**src/rtl/sync_fifo_wr_arbiter_pkg.sv**
```systemverilog
// Shared constants and helpers for the FIFO write arbiter slice.
package sync_fifo_wr_arbiter_pkg;

    localparam int N     = 16;            // payload width per requester
    localparam int REQ   = 4;             // number of requesters
    localparam int REQ_N = $clog2(REQ);   // requester ID width
    localparam int DEPTH = 4;             // depth of the attached FIFO
    localparam int D_N   = 2;             // FIFO pointer / credit width

    // The FIFO reports full at DEPTH-1 entries, so that is the usable capacity.
    localparam logic [D_N-1:0] CREDIT_MAX = D_N'(DEPTH - 1);

    // Width of a tagged FIFO word {ID, payload}.
    localparam int W_N = REQ_N + N;

    // Extract requester idx's payload from the packed request bus.
    function automatic logic [N-1:0] req_slice(input logic [REQ*N-1:0] data,
                                               input logic [REQ_N-1:0] idx);
        return data[idx*N +: N];
    endfunction

endpackage

```
**src/rtl/sync_fifo_wr_arbiter_rr_priority_select.sv**
```systemverilog
// Round-robin priority selector: first valid bit at or above ptr, wrapping.
// Purely combinational so other arbiters can reuse it.
module rr_priority_select #(
    parameter int REQ   = 4,
    parameter int REQ_N = 2
) (
    input  logic [REQ-1:0]   valid,
    input  logic [REQ_N-1:0] ptr,
    output logic [REQ-1:0]   grant,
    output logic [REQ_N-1:0] idx,
    output logic             any_valid
);

    logic [REQ_N-1:0] cand;

    // Scan REQ candidates starting from ptr and keep the first valid one.
    always_comb begin
        // NOTE: every output gets a default first so no path leaves it unassigned (no latch).
        grant     = '0;
        idx       = '0;
        any_valid = 1'b0;
        cand      = '0;
        for (int i = 0; i < REQ; i++) begin
            cand = REQ_N'((int'(ptr) + i) % REQ);
            if (!any_valid && valid[cand]) begin
                any_valid   = 1'b1;
                idx         = cand;
                grant[cand] = 1'b1;
            end
        end
    end

endmodule

```
**src/rtl/sync_fifo_wr_arbiter.sv**
```systemverilog
// Round-robin write arbiter in front of a shared sync FIFO. Grants at most one
// requester per cycle, registers its word and writes it to the FIFO next cycle,
// using a credit counter so the FIFO can never be overrun.
module sync_fifo_wr_arbiter
    import sync_fifo_wr_arbiter_pkg::*;
(
    input  logic                 iCLOCK,
    input  logic                 inRESET,
    input  logic                 iREMOVE,
    input  logic [REQ-1:0]       iREQ_VALID,
    input  logic [REQ*N-1:0]     iREQ_DATA,
    output logic [REQ-1:0]       oREQ_ACK,
    output logic                 oFIFO_REMOVE,
    output logic                 oFIFO_WR_EN,
    output logic [REQ_N+N-1:0]   oFIFO_WR_DATA,
    input  logic                 iFIFO_RD_EN,
    input  logic                 iFIFO_WR_FULL,
    output logic [D_N-1:0]       oCREDIT,
    output logic                 oOVERFLOW_ERR
);

    logic [D_N-1:0]   credit;
    logic [REQ_N-1:0] ptr;
    logic             stage_valid;
    logic [W_N-1:0]   stage_data;
    logic             remove_q;
    logic             overflow_err;

    logic [REQ-1:0]   sel_grant;
    logic [REQ_N-1:0] win_idx;
    logic             any_valid;
    logic             eligible;
    logic             fire;
    logic             pop;

    rr_priority_select #(
        .REQ   (REQ),
        .REQ_N (REQ_N)
    ) u_sel (
        .valid     (iREQ_VALID),
        .ptr       (ptr),
        .grant     (sel_grant),
        .idx       (win_idx),
        .any_valid (any_valid)
    );

    // A grant needs a free slot and no flush in progress; pops are ignored in
    // the flush cycle and the one after, while the FIFO itself is clearing.
    assign eligible = (credit != '0) && !iREMOVE;
    assign fire     = eligible && any_valid;
    assign pop      = iFIFO_RD_EN && !iREMOVE && !remove_q;

    assign oREQ_ACK      = fire ? sel_grant : '0;
    assign oFIFO_WR_EN   = stage_valid;
    assign oFIFO_WR_DATA = stage_data;
    assign oFIFO_REMOVE  = remove_q;
    assign oCREDIT       = credit;
    assign oOVERFLOW_ERR = overflow_err;

    // Stage register and round-robin pointer: capture the winner's tagged word.
    always_ff @(posedge iCLOCK or negedge inRESET) begin
        if (!inRESET) begin
            // NOTE: the data register is reset too, because the FIFO write-data output must read 0 out of reset.
            stage_valid <= 1'b0;
            stage_data  <= '0;
            ptr         <= '0;
        end else if (iREMOVE) begin
            stage_valid <= 1'b0;
            ptr         <= '0;
        end else begin
            // NOTE: state is updated with non-blocking assignments so every register samples pre-edge values.
            stage_valid <= fire;
            if (fire) begin
                stage_data <= {win_idx, req_slice(iREQ_DATA, win_idx)};
                ptr        <= (win_idx == REQ_N'(REQ - 1)) ? '0 : win_idx + 1'b1;
            end
        end
    end

    // Credit counter: grant consumes a slot, pop returns one, saturating at the top.
    always_ff @(posedge iCLOCK or negedge inRESET) begin
        if (!inRESET) begin
            credit <= CREDIT_MAX;
        end else if (iREMOVE) begin
            credit <= CREDIT_MAX;
        end else if (fire && !pop) begin
            credit <= credit - 1'b1;
        end else if (pop && !fire && (credit != CREDIT_MAX)) begin
            credit <= credit + 1'b1;
        end
    end

    // Sticky overflow: write into a full FIFO, or a pop the credits cannot account for.
    always_ff @(posedge iCLOCK or negedge inRESET) begin
        if (!inRESET) begin
            overflow_err <= 1'b0;
        end else if ((stage_valid && iFIFO_WR_FULL) ||
                     (pop && !fire && (credit == CREDIT_MAX))) begin
            overflow_err <= 1'b1;
        end
    end

    // Flush request forwarded to the FIFO one cycle later.
    always_ff @(posedge iCLOCK or negedge inRESET) begin
        if (!inRESET) begin
            remove_q <= 1'b0;
        end else begin
            remove_q <= iREMOVE;
        end
    end

endmodule

```
**config.mk**
```make
export PLATFORM = sky130hd
export DESIGN_NAME = sync_fifo_wr_arbiter
export DESIGN_NICKNAME = d
export VERILOG_FILES = /design/src/rtl/sync_fifo_wr_arbiter_pkg.sv /design/src/rtl/sync_fifo_wr_arbiter_rr_priority_select.sv /design/src/rtl/sync_fifo_wr_arbiter.sv
export SDC_FILE = /design/constraint.sdc
export NUM_CORES = 1
export LEC_CHECK = 0
export CAP_MARGIN = 40
export CORE_ASPECT_RATIO = 1.4
export CORE_UTILIZATION = 48
export CTS_CLUSTER_SIZE = 28
export DETAILED_ROUTE_END_ITERATION = 6
export GPL_ROUTABILITY_DRIVEN = 0
export PLACE_DENSITY_LB_ADDON = 0.3
export RECOVER_POWER = 50
export REMOVE_ABC_BUFFERS = 1
export SYNTH_ARGS = -nofsm -noshare
export SYNTH_HDL_FRONTEND = slang
export SYNTH_SLANG_ARGS = --single-unit
```
**constraint.sdc**
```tcl
create_clock -name iCLOCK -period 8.3 [get_ports iCLOCK]
set_clock_uncertainty 0.2 [all_clocks]
set_input_delay 1.245 -clock iCLOCK [delete_from_list [all_inputs] [get_ports iCLOCK]]
set_output_delay 1.245 -clock iCLOCK [all_outputs]
set_load 0.01 [all_outputs]
```
==> results of run 1 <==
worst max path at each step:
stage / start / endpoint / depth (start not counted)
5_1_grt: ptr[0] / oREQ_ACK[1] / 10
4_1_cts: ptr[0] / oREQ_ACK[1] / 10
2_1_floorplan: ptr[0] / oREQ_ACK[0] / 7
6_report: ptr[0] / oREQ_ACK[1] / 10
3_3_place_gp: iREQ_VALID[3] / oREQ_ACK[2] / 8
3_5_place_dp: ptr[0] / oREQ_ACK[1] / 10
state kept, by name, indices dropped and copies added (netlist names):
signal	count
oOVERFLOW_ERR	1
oFIFO_REMOVE	1
ptr	2
oFIFO_WR_EN	1
oFIFO_WR_DATA	18
oCREDIT	2
power by group through the flow:
| stage | Sequential [mW] | Combinational (mW) | Clock, mW |
|---|---|---|---|
| after floorplan | 0.258 | 0.532 | 0 |
| after CTS | 0.208 | 0.884 | 0.0795 |
| final | 0.207 | 0.879 | 0.0774 |
| after global placement | 0.208 | 0.858 | 0 |
| after global routing | 0.213 | 0.962 | 0.0836 |
| after detailed placement | 0.210 | 0.880 | 0 |
Yosys cell counts (3+ instances only):
cell type	n
ha_1	7
a21oi_1	21
mux4_2	3
o21ai_0	11
buf_2	9
o2111ai_1	6
nand4_1	13
a221o_1	4
clkbuf_1	20
nor2b_1	5
nand2_1	35
inv_1	4
nor4_1	11
dfrtp_1	23
o21a_1	3
a211oi_1	15
o311ai_0	8
mux2i_1	21
nand3_1	41
nor3b_1	9
nor2_1	25
a31o_2	9
routing by layer:
metal  vias up  track usage  wire (um)
met2       119       0.5187       4009
met3        16      0.02679        354
met5         -            0          0
met1      1424       0.3336       3250
met4         0       0.1192        164
li1       1427            -          -
worst min-delay path, delay by kind of cell (launching register included):
kind,cells,cell delay (ps)
AO/OA/AOI/OAI,2,110
flip-flops,1,360
logic make-up after synthesis:
logic type / after synthesis / synth area share
AOI/OAI and AO/OA: 92 / 0.2623
muxes: 25 / 0.1109
xor gates and xnor gates: 2 / 0.006726
DFF: 25 / 0.2411
and+or+nand+nor: 144 / 0.2738
adders and majority gates: 7 / 0.03362
buffers and inverters: 39 / 0.07156
final cells by class:
class | instances | share of cell area
Clock inverter | 1 | 0.002093
Sequential cell | 25 | 0.1754
Multi-Input combinational cell | 270 | 0.4991
Inverter | 5 | 0.005232
Tap cell | 66 | 0.02302
Clock buffer | 3 | 0.01151
Timing Repair Buffer | 103 | 0.2836
==> summary.md, run 1 <==
| Metric | Value |
|---|---|
| Detailed Place HPWL | `5433 um` |
| Utilization after layout | `0.6902` |
| Root Buffer | `clkbuf_8` |
| Worst slew margin | `0.02555` |
| Outcome | `complete, no violations` |
| Clock sink count | `25` |
| Maxcap violations | `0` |
| FMAX | `0.1724 GHz` |
| Crit-path max cell delay | `680 ps` |
| Hold Slack | `300.2 ps` |
| Reg-to-Reg Start | `ptr[0]` |
| Worst setup EP type | `output pin` |
| Hold Crit Endpoint | `oOVERFLOW_ERR` |
| Post-Synthesis Cells | `334` |
| Area contributors post-synth | `dfrtp_1 (22%), mux2i_1 (8.1%), nand3_1 (7.9%)` |
| Global-route wire length before repair | `12970 um` |
| Horiz. Die Dim | `64.26 um` |
| Slew Limit Fails | `0` |
| Num CTS Buffers | `3` |
| Vias/cell | `6.313` |
| Worst Path Arrival | `4350 ps` |
| Net Sw Frac | `0.4907` |
| Syn avg cell area | `7.799 um^2` |
| Die ar. | `5730 um^2` |
| Placed insts | `469` |
| Tot Pwr | `1.163 mW` |
| P_sw | `0.5709 mW` |
| Initial antenna violation count | `0` |
| Worst Path Buf+Inv | `4` |
| EDFF count, synth | `0` |
| Pin count of the biggest net entering global routing | `72` |
| Synth area leader | `dfrtp_1` |
| Vias in the first global route | `2897` |
| DP Area | `3542 um^2` |
| Hold Path Stages | `2` |
| Setup bufs post-CTS | `0` |
| Multi-input gate area | `1790 um^2` |
| NumNets Final | `488` |
| R2R Setup Slk | `3890 ps` |
| Worst vdd ir | `0.1772 mV` |
| Cell row count | `31` |
| Router iterations before antenna repair | `5` |
| FF-to-FF End | `oFIFO_WR_DATA[15]` |
| CP cell instances | `buf_4 > inv_1 > ha_1 > mux4_2 > nor2b_1 > buf_4 > a221o_1 > o21ai_0 > a21oi_1 > clkdlybuf4s50_1` |
| Ys async rst share | `1.000` |
| Critical Path RT | `6860 ps` |
| Cell area power density | `324.3 nW/um^2` |
| Sequential area share after synthesis | `0.2411` |
| Clk pin slew, worst setup/hold paths | `100 ps` |
| Post-Place Worst Slack | `2936 ps` |
| Final instance area | `3587 um^2` |
| Starting Density | `0.5012` |
| DRC | `0` |
| Synthesized flop and latch total | `25` |
| Area Overhead vs Synth | `37.70%` |
| Leak Pwr | `1.323 nW` |
| Final hold violation count | `0` |
| CP startpoint kind | `flop` |
| Hold Buf Count CTS | `0` |
| Setup TNS | `0 ps` |
| Final ANT Viol Nets | `0` |
| GRT Residual Overflow | `0` |
| Final Instance Count excl. Fillers | `473` |
| WS Path Type | `flop to output pin` |
| Die Y | `89.17 um` |
| Worst Reg2Reg Path Length in Cells | `10` |
| Input/output buffers | `99` |
| Commonest non-fill, non-tap cell in the layout | `clkdlybuf4s50_1` |
| Core outline area | `5197 um^2` |
| Worst Max-Slew Pin Slew | `1462 ps` |
| Fin crit share | `0.6987` |
| Hold Path Origin | `oOVERFLOW_ERR` |
| Ant. Diodes | `0` |
| Worst-Skew Late Latency | `280 ps` |
| Fill cells | `473` |
| Power Internal | `0.5925 mW` |
| Final worst slack | `2501 ps` |
| Crit path top cell by count | `buf_4` |
| TritonCTS clock tree | `yes` |
| Crit path max-delay cell type | `ha_1` |
| Critical path's top delay family | `buffers and inverters` |
| Worst-path maximum fanout | `71` |
| RSZ-0062 raised after global routing | `no` |
| Clock Path Buffers | `2` |
| Clock network power share | `0.067` |
| Commonest cells after routing, fill and taps aside | `clkdlybuf4s50_1 (85), nand3_1 (41), nand2_1 (35)` |
| Post-DR wirelength/cell | `16.45 um` |
| YS warnings | `0` |
| Final WL | `7779 um` |
| Crit path time final | `5799 ps` |
| Via Count | `2986` |
| Sequential Power Share | `0.178` |
| Initial drt markers | `228` |
| Gate power share | `0.755` |
| Synthesized cell area | `2605 um^2` |
| Layout cell share with drive strength beyond 1 | `0.07125` |
| Gr usage total | `0.2821` |
| CTS-repair resized insts | `0` |
| Type of the tightest min-delay check | `flop to flop` |
| Setup-failing EPs final | `0` |
| Unique masters post-synth | `48` |
| Synth top area share | `0.2209` |
| FF/Latch Area | `629.4 um^2` |
| I/O Pins | `100` |
| Dominant synthesized flop cell | `dfrtp_1` |
| H-tree Lvls | `1` |
Power figures use the tool's default switching activity.
==> inputs of run 2 (changes only) <==
- CORE_UTILIZATION: 48 -> 45
- clock period: 8.3 -> 5.6 ns (I/O delays scaled with it)
==> run 2 against run 1 <==
Against the previous run: core utilization down 3.8 points; final cell count up 0.85%; clock power up 43%; total power up 49%; clock-buffer cell count unchanged; critical path depth down 2; sequential power up 48%; first-iteration DRC count down 3.9%; non-clock buffer count up 2; die area up 6.5%; routed wire length up 0.87%.
==> summary.md, run 2 (synthesized netlist as in run 1, its figures left out) <==
| Metric | Value |
|---|---|
| Outcome | `complete, no violations` |
| Setup-failing EPs final | `0` |
| Horiz. Die Dim | `66.31 um` |
| Leak Pwr | `1.337 nW` |
| Final Instance Count excl. Fillers | `477` |
| Fin crit share | `0.8189` |
| Final WL | `7847 um` |
| Hold Buf Count CTS | `0` |
| Vias/cell | `6.201` |
| Num CTS Buffers | `3` |
| FMAX | `0.2181 GHz` |
| Commonest non-fill, non-tap cell in the layout | `clkdlybuf4s50_1` |
| Final instance area | `3602 um^2` |
| Setup bufs post-CTS | `0` |
| Crit path top cell by count | `clkdlybuf4s50_1` |
| Largest register FFs | `18` |
| Cell area power density | `480.0 nW/um^2` |
| DRC | `0` |
| Worst Max-Slew Pin Slew | `1388 ps` |
| TritonCTS clock tree | `yes` |
| Clk pin slew, worst setup/hold paths | `90 ps` |
| Core outline area | `5525 um^2` |
| Via Count | `2958` |
| Final hold violation count | `0` |
| Die ar. | `6102 um^2` |
| Ant. Diodes | `0` |
| GRT Residual Overflow | `0` |
| Crit-path max cell delay | `660 ps` |
| Hold Slack | `297.1 ps` |
| CP cell instances | `clkdlybuf4s50_1 > mux4_2 > nor2b_1 > buf_4 > a221o_1 > o21ai_0 > a21oi_1 > clkdlybuf4s50_1` |
| Cell row count | `32` |
| Worst vdd ir | `0.3035 mV` |
| Router iterations before antenna repair | `5` |
| Worst slew margin | `0.07450` |
| Area Overhead vs Synth | `38.28%` |
| Initial drt markers | `219` |
| Pin count of the biggest net entering global routing | `71` |
| Type of the tightest min-delay check | `flop to flop` |
| Commonest cells after routing, fill and taps aside | `clkdlybuf4s50_1 (85), nand3_1 (41), nand2_1 (35)` |
| Worst setup EP type | `output pin` |
| Gr usage total | `0.2641` |
| Setup TNS | `0 ps` |
| Initial antenna violation count | `0` |
| Placed insts | `473` |
| Clock Path Buffers | `2` |
| Input/output buffers | `99` |
| Worst-path maximum fanout | `23` |
| NumNets Final | `490` |
| Critical Path RT | `4560 ps` |
| Detailed Place HPWL | `5432 um` |
| Worst Path Arrival | `3550 ps` |
| I/O Pins | `100` |
| Crit path max-delay cell type | `mux4_2` |
| Worst-Skew Late Latency | `270 ps` |
| DP Area | `3560 um^2` |
| Global-route wire length before repair | `12850 um` |
| Final ANT Viol Nets | `0` |
| Maxcap violations | `0` |
| Vias in the first global route | `2736` |
| Crit path time final | `4586 ps` |
| WS Path Type | `input port to output pin` |
| Post-DR wirelength/cell | `16.45 um` |
| Clock sink count | `25` |
| Layout cell share with drive strength beyond 1 | `0.07579` |
| H-tree Lvls | `1` |
| CP startpoint kind | `input port` |
| Slew Limit Fails | `0` |
| CTS-repair resized insts | `0` |
| Die Y | `92.03 um` |
| RSZ-0062 raised after global routing | `no` |
| Root Buffer | `clkbuf_8` |
| Starting Density | `0.4715` |
-- run 2: changes by cell type in the layout (fill, tap and decap cells not counted), sizes merged --
cell,before,now
buf,3,5
clkinv,0,1
clkinvlp,1,0
-- run 2: area by class of cell --
class	count	area, um^2
repair buffers	105	1032
fillers	493	1923
flip-flops and latches	25	629.4
multi-input cells	270	1790
well taps	68	85.08
clock buffers	3	41.29
inverters	5	18.77
clock inverters	1	5.005
-- run 2: final timing paths --
path | startpoint | to | slack [ps] | depth (start not counted)
worst min register to register | oFIFO_WR_DATA[17] | oFIFO_WR_DATA[17] | 300 | 1
max in group asynchronous | inRESET | ptr[0] | 3080 | 2
min in group asynchronous | inRESET | oFIFO_WR_DATA[0] | 1200 | 2
worst min-delay path | oFIFO_WR_DATA[17] | oFIFO_WR_DATA[17] | 300 | 1
worst max register to register | ptr[1] | oFIFO_WR_DATA[1] | 1900 | 9
worst max-delay path | iREQ_VALID[3] | oREQ_ACK[1] | 1010 | 8
-- run 2: per-layer routing --
| layer | global-route usage | vias to the layer above | share of wire | wire [um] |
|---|---|---|---|---|
| met5 | 0 | - | 0 | 0 |
| met1 | 0.3328 | 1411 | 0.41 | 3190 |
| met4 | 0.07624 | 0 | 0.013 | 102 |
| met2 | 0.4609 | 115 | 0.52 | 4090 |
| met3 | 0.03234 | 12 | 0.059 | 463 |
| li1 | - | 1420 | - | - |
-- run 2: through the flow --
| stage | power, mW | worst slack, ps | utilization |
|---|---|---|---|
| floorplan | 1.171 | 16.34 | - |
| global placement | 1.597 | 1150 | 0.6442 |
| detailed placement | 1.621 | 1107 | 0.6442 |
| CTS | 1.739 | 1079 | 0.6526 |
| global route | 1.860 | 874.0 | 0.6519 |
| finish | 1.729 | 1014 | 0.6519 |
-- run 2: where the power goes --
group	switching (mW)	leakage [nW]	internal (mW)	total, mW
sequential	0.0478	0.279	0.258	0.306
clock	0.0611	0.0255	0.0499	0.111
combinational	0.738	1.03	0.574	1.31
total	0.847	1.34	0.882	1.73
-- run 2: critical path: cells and delay by family --
kind                   cells  cell delay (ps)
buffers and inverters      3             1470
multiplexers               1              660
AO/OA/AOI/OAI              3              440
AND/OR/NAND/NOR            1              150
==> inputs of run 3 (changes only) <==
- clock period: 5.6 -> 4.5 ns (I/O delays scaled with it)
==> run 3 against run 2 <==
Against the previous run: combinational power rose by 26%; final cell count is 1.0% higher; core utilization is 0.77 points higher; sequential share of layout area is 0.20 points lower; critical path depth did not move; hold slack hardly changed; clock power grew 28%; via count increased by 3.9%; first-iteration DRC count is 51% higher; register-to-register slack worse by 800 ps; clock-buffer cell count did not move.
==> summary.md, run 3 (synthesized netlist as in run 1, its figures left out) <==
| Metric | Value |
|---|---|
| Starting Density | `0.4715` |
| Vias/cell | `6.373` |
| Final hold violation count | `0` |
| Clock sink count | `25` |
| Die ar. | `6102 um^2` |
| Critical Path RT | `3620 ps` |
| Worst vdd ir | `0.3508 mV` |
| GRT Residual Overflow | `0` |
| Fin crit share | `0.9169` |
| Worst setup EP type | `output pin` |
| I/O Pins | `100` |
| Final ANT Viol Nets | `0` |
| RSZ-0062 raised after global routing | `no` |
| Clock Path Buffers | `2` |
| Fill cells | `491` |
| Final worst slack | `373.9 ps` |
| DRC | `0` |
| Worst-path maximum fanout | `10` |
| H-tree Lvls | `1` |
| Leak Pwr | `1.357 nW` |
| NumNets Final | `495` |
| Vias in the first global route | `2971` |
| Commonest non-fill, non-tap cell in the layout | `clkdlybuf4s50_1` |
| Cell row count | `32` |
| Layout cell share with drive strength beyond 1 | `0.08937` |
| Hold Slack | `297.0 ps` |
| Worst-Skew Late Latency | `280 ps` |
| Slew Limit Fails | `0` |
| Die Y | `92.03 um` |
| Type of the tightest min-delay check | `flop to flop` |
| Worst slew margin | `0.07396` |
| Initial drt markers | `331` |
| Detailed Place HPWL | `5794 um` |
| Commonest cells after routing, fill and taps aside | `clkdlybuf4s50_1 (85), nand3_1 (41), nand2_1 (35)` |
| Global-route wire length before repair | `13600 um` |
| Setup-failing EPs final | `0` |
| Gr usage total | `0.2822` |
| Area Overhead vs Synth | `39.91%` |
| Final instance area | `3645 um^2` |
| Cell area power density | `600.7 nW/um^2` |
| Worst Path Arrival | `3250 ps` |
| TritonCTS clock tree | `yes` |
| Router iterations before antenna repair | `5` |
| Num CTS Buffers | `3` |
| Maxcap violations | `0` |
| Via Count | `3072` |
| Final WL | `8234 um` |
| Largest register FFs | `18` |
| Initial antenna violation count | `0` |
| Clk pin slew, worst setup/hold paths | `100 ps` |
| Worst Max-Slew Pin Slew | `1389 ps` |
| Outcome | `complete, no violations` |
| FMAX | `0.2424 GHz` |
| Crit path time final | `4126 ps` |
| CP startpoint kind | `flop` |
| Ant. Diodes | `0` |
| Post-DR wirelength/cell | `17.08 um` |
| Post-Place Worst Slack | `374.4 ps` |
| Input/output buffers | `99` |
| Horiz. Die Dim | `66.31 um` |
| WS Path Type | `flop to output pin` |
| DP Area | `3597 um^2` |
| Pin count of the biggest net entering global routing | `61` |
| Root Buffer | `clkbuf_8` |
| Core outline area | `5525 um^2` |
## run 3: changes by cell type in the layout (fill, tap and decap cells not counted), sizes merged
| cell | delta |
|---|---|
| clkinvlp | +1 |
| clkinv | -1 |
| buf | +5 |
## run 3: layout make-up
| cell class | count | area [um^2] | share of cell area |
|---|---|---|---|
| Inverter | 5 | 18.77 | 0.005149 |
| Clock inverter | 1 | 7.507 | 0.002060 |
| Clock buffer | 3 | 41.29 | 0.01133 |
| Tap cell | 68 | 85.08 | 0.02334 |
| Timing Repair Buffer | 110 | 1070 | 0.2935 |
| Sequential cell | 25 | 629.4 | 0.1727 |
| Multi-Input combinational cell | 270 | 1793 | 0.4919 |
## run 3: worst paths after layout
check / start / end / slack (ps) / depth (start not counted)
worst max-delay path: ptr[1] / oREQ_ACK[1] / 370 / 8
worst min-delay path: oOVERFLOW_ERR / oOVERFLOW_ERR / 300 / 2
worst max register to register: ptr[1] / oFIFO_WR_DATA[8] / 1100 / 9
worst min register to register: oOVERFLOW_ERR / oOVERFLOW_ERR / 300 / 2
max in group asynchronous: inRESET / ptr[0] / 2160 / 2
min in group asynchronous: inRESET / oFIFO_WR_DATA[7] / 1030 / 2
## run 3: metrics by stage
step / std cells / util / total power, mW / TNS [ps]
after global placement: 478 / 0.6510 / 1.995 / 0
after detailed placement: 478 / 0.6510 / 2.039 / 0
final: 482 / 0.6596 / 2.190 / 0
after CTS: 482 / 0.6599 / 2.188 / 0
after floorplan: 300 / - / 1.457 / -13740
after global routing: 482 / 0.6596 / 2.353 / 0
## run 3: per-layer routing
layer  track usage  routed length (um)  up-vias
met5             0                   0        -
met4        0.1259                 183        0
met3       0.03234                 469       19
met2        0.4872                4363      140
met1        0.3424                3218     1481
li1              -                   -     1432
## run 3: critical path, stage by stage, from the launching register on
cell	delay, ps
dfrtp_1	550
inv_1	180
ha_1	510
mux4_2	460
nor2b_2	280
a221o_1	200
o21ai_0	80
a21oi_1	160
clkdlybuf4s50_1	540
## run 3: report_power, final
group          total [mW]  switching [mW]  internal [mW]
Clock               0.142          0.0791         0.0630
Sequential          0.399          0.0771          0.321
Combinational        1.65           0.921          0.728
Total                2.19            1.08           1.11
## run 3: repair_timing
item                       CTS  global route
hold buffers                 0             0
setup buffers                0             0
setup endpoints to repair    0             3
resized for setup            0             1
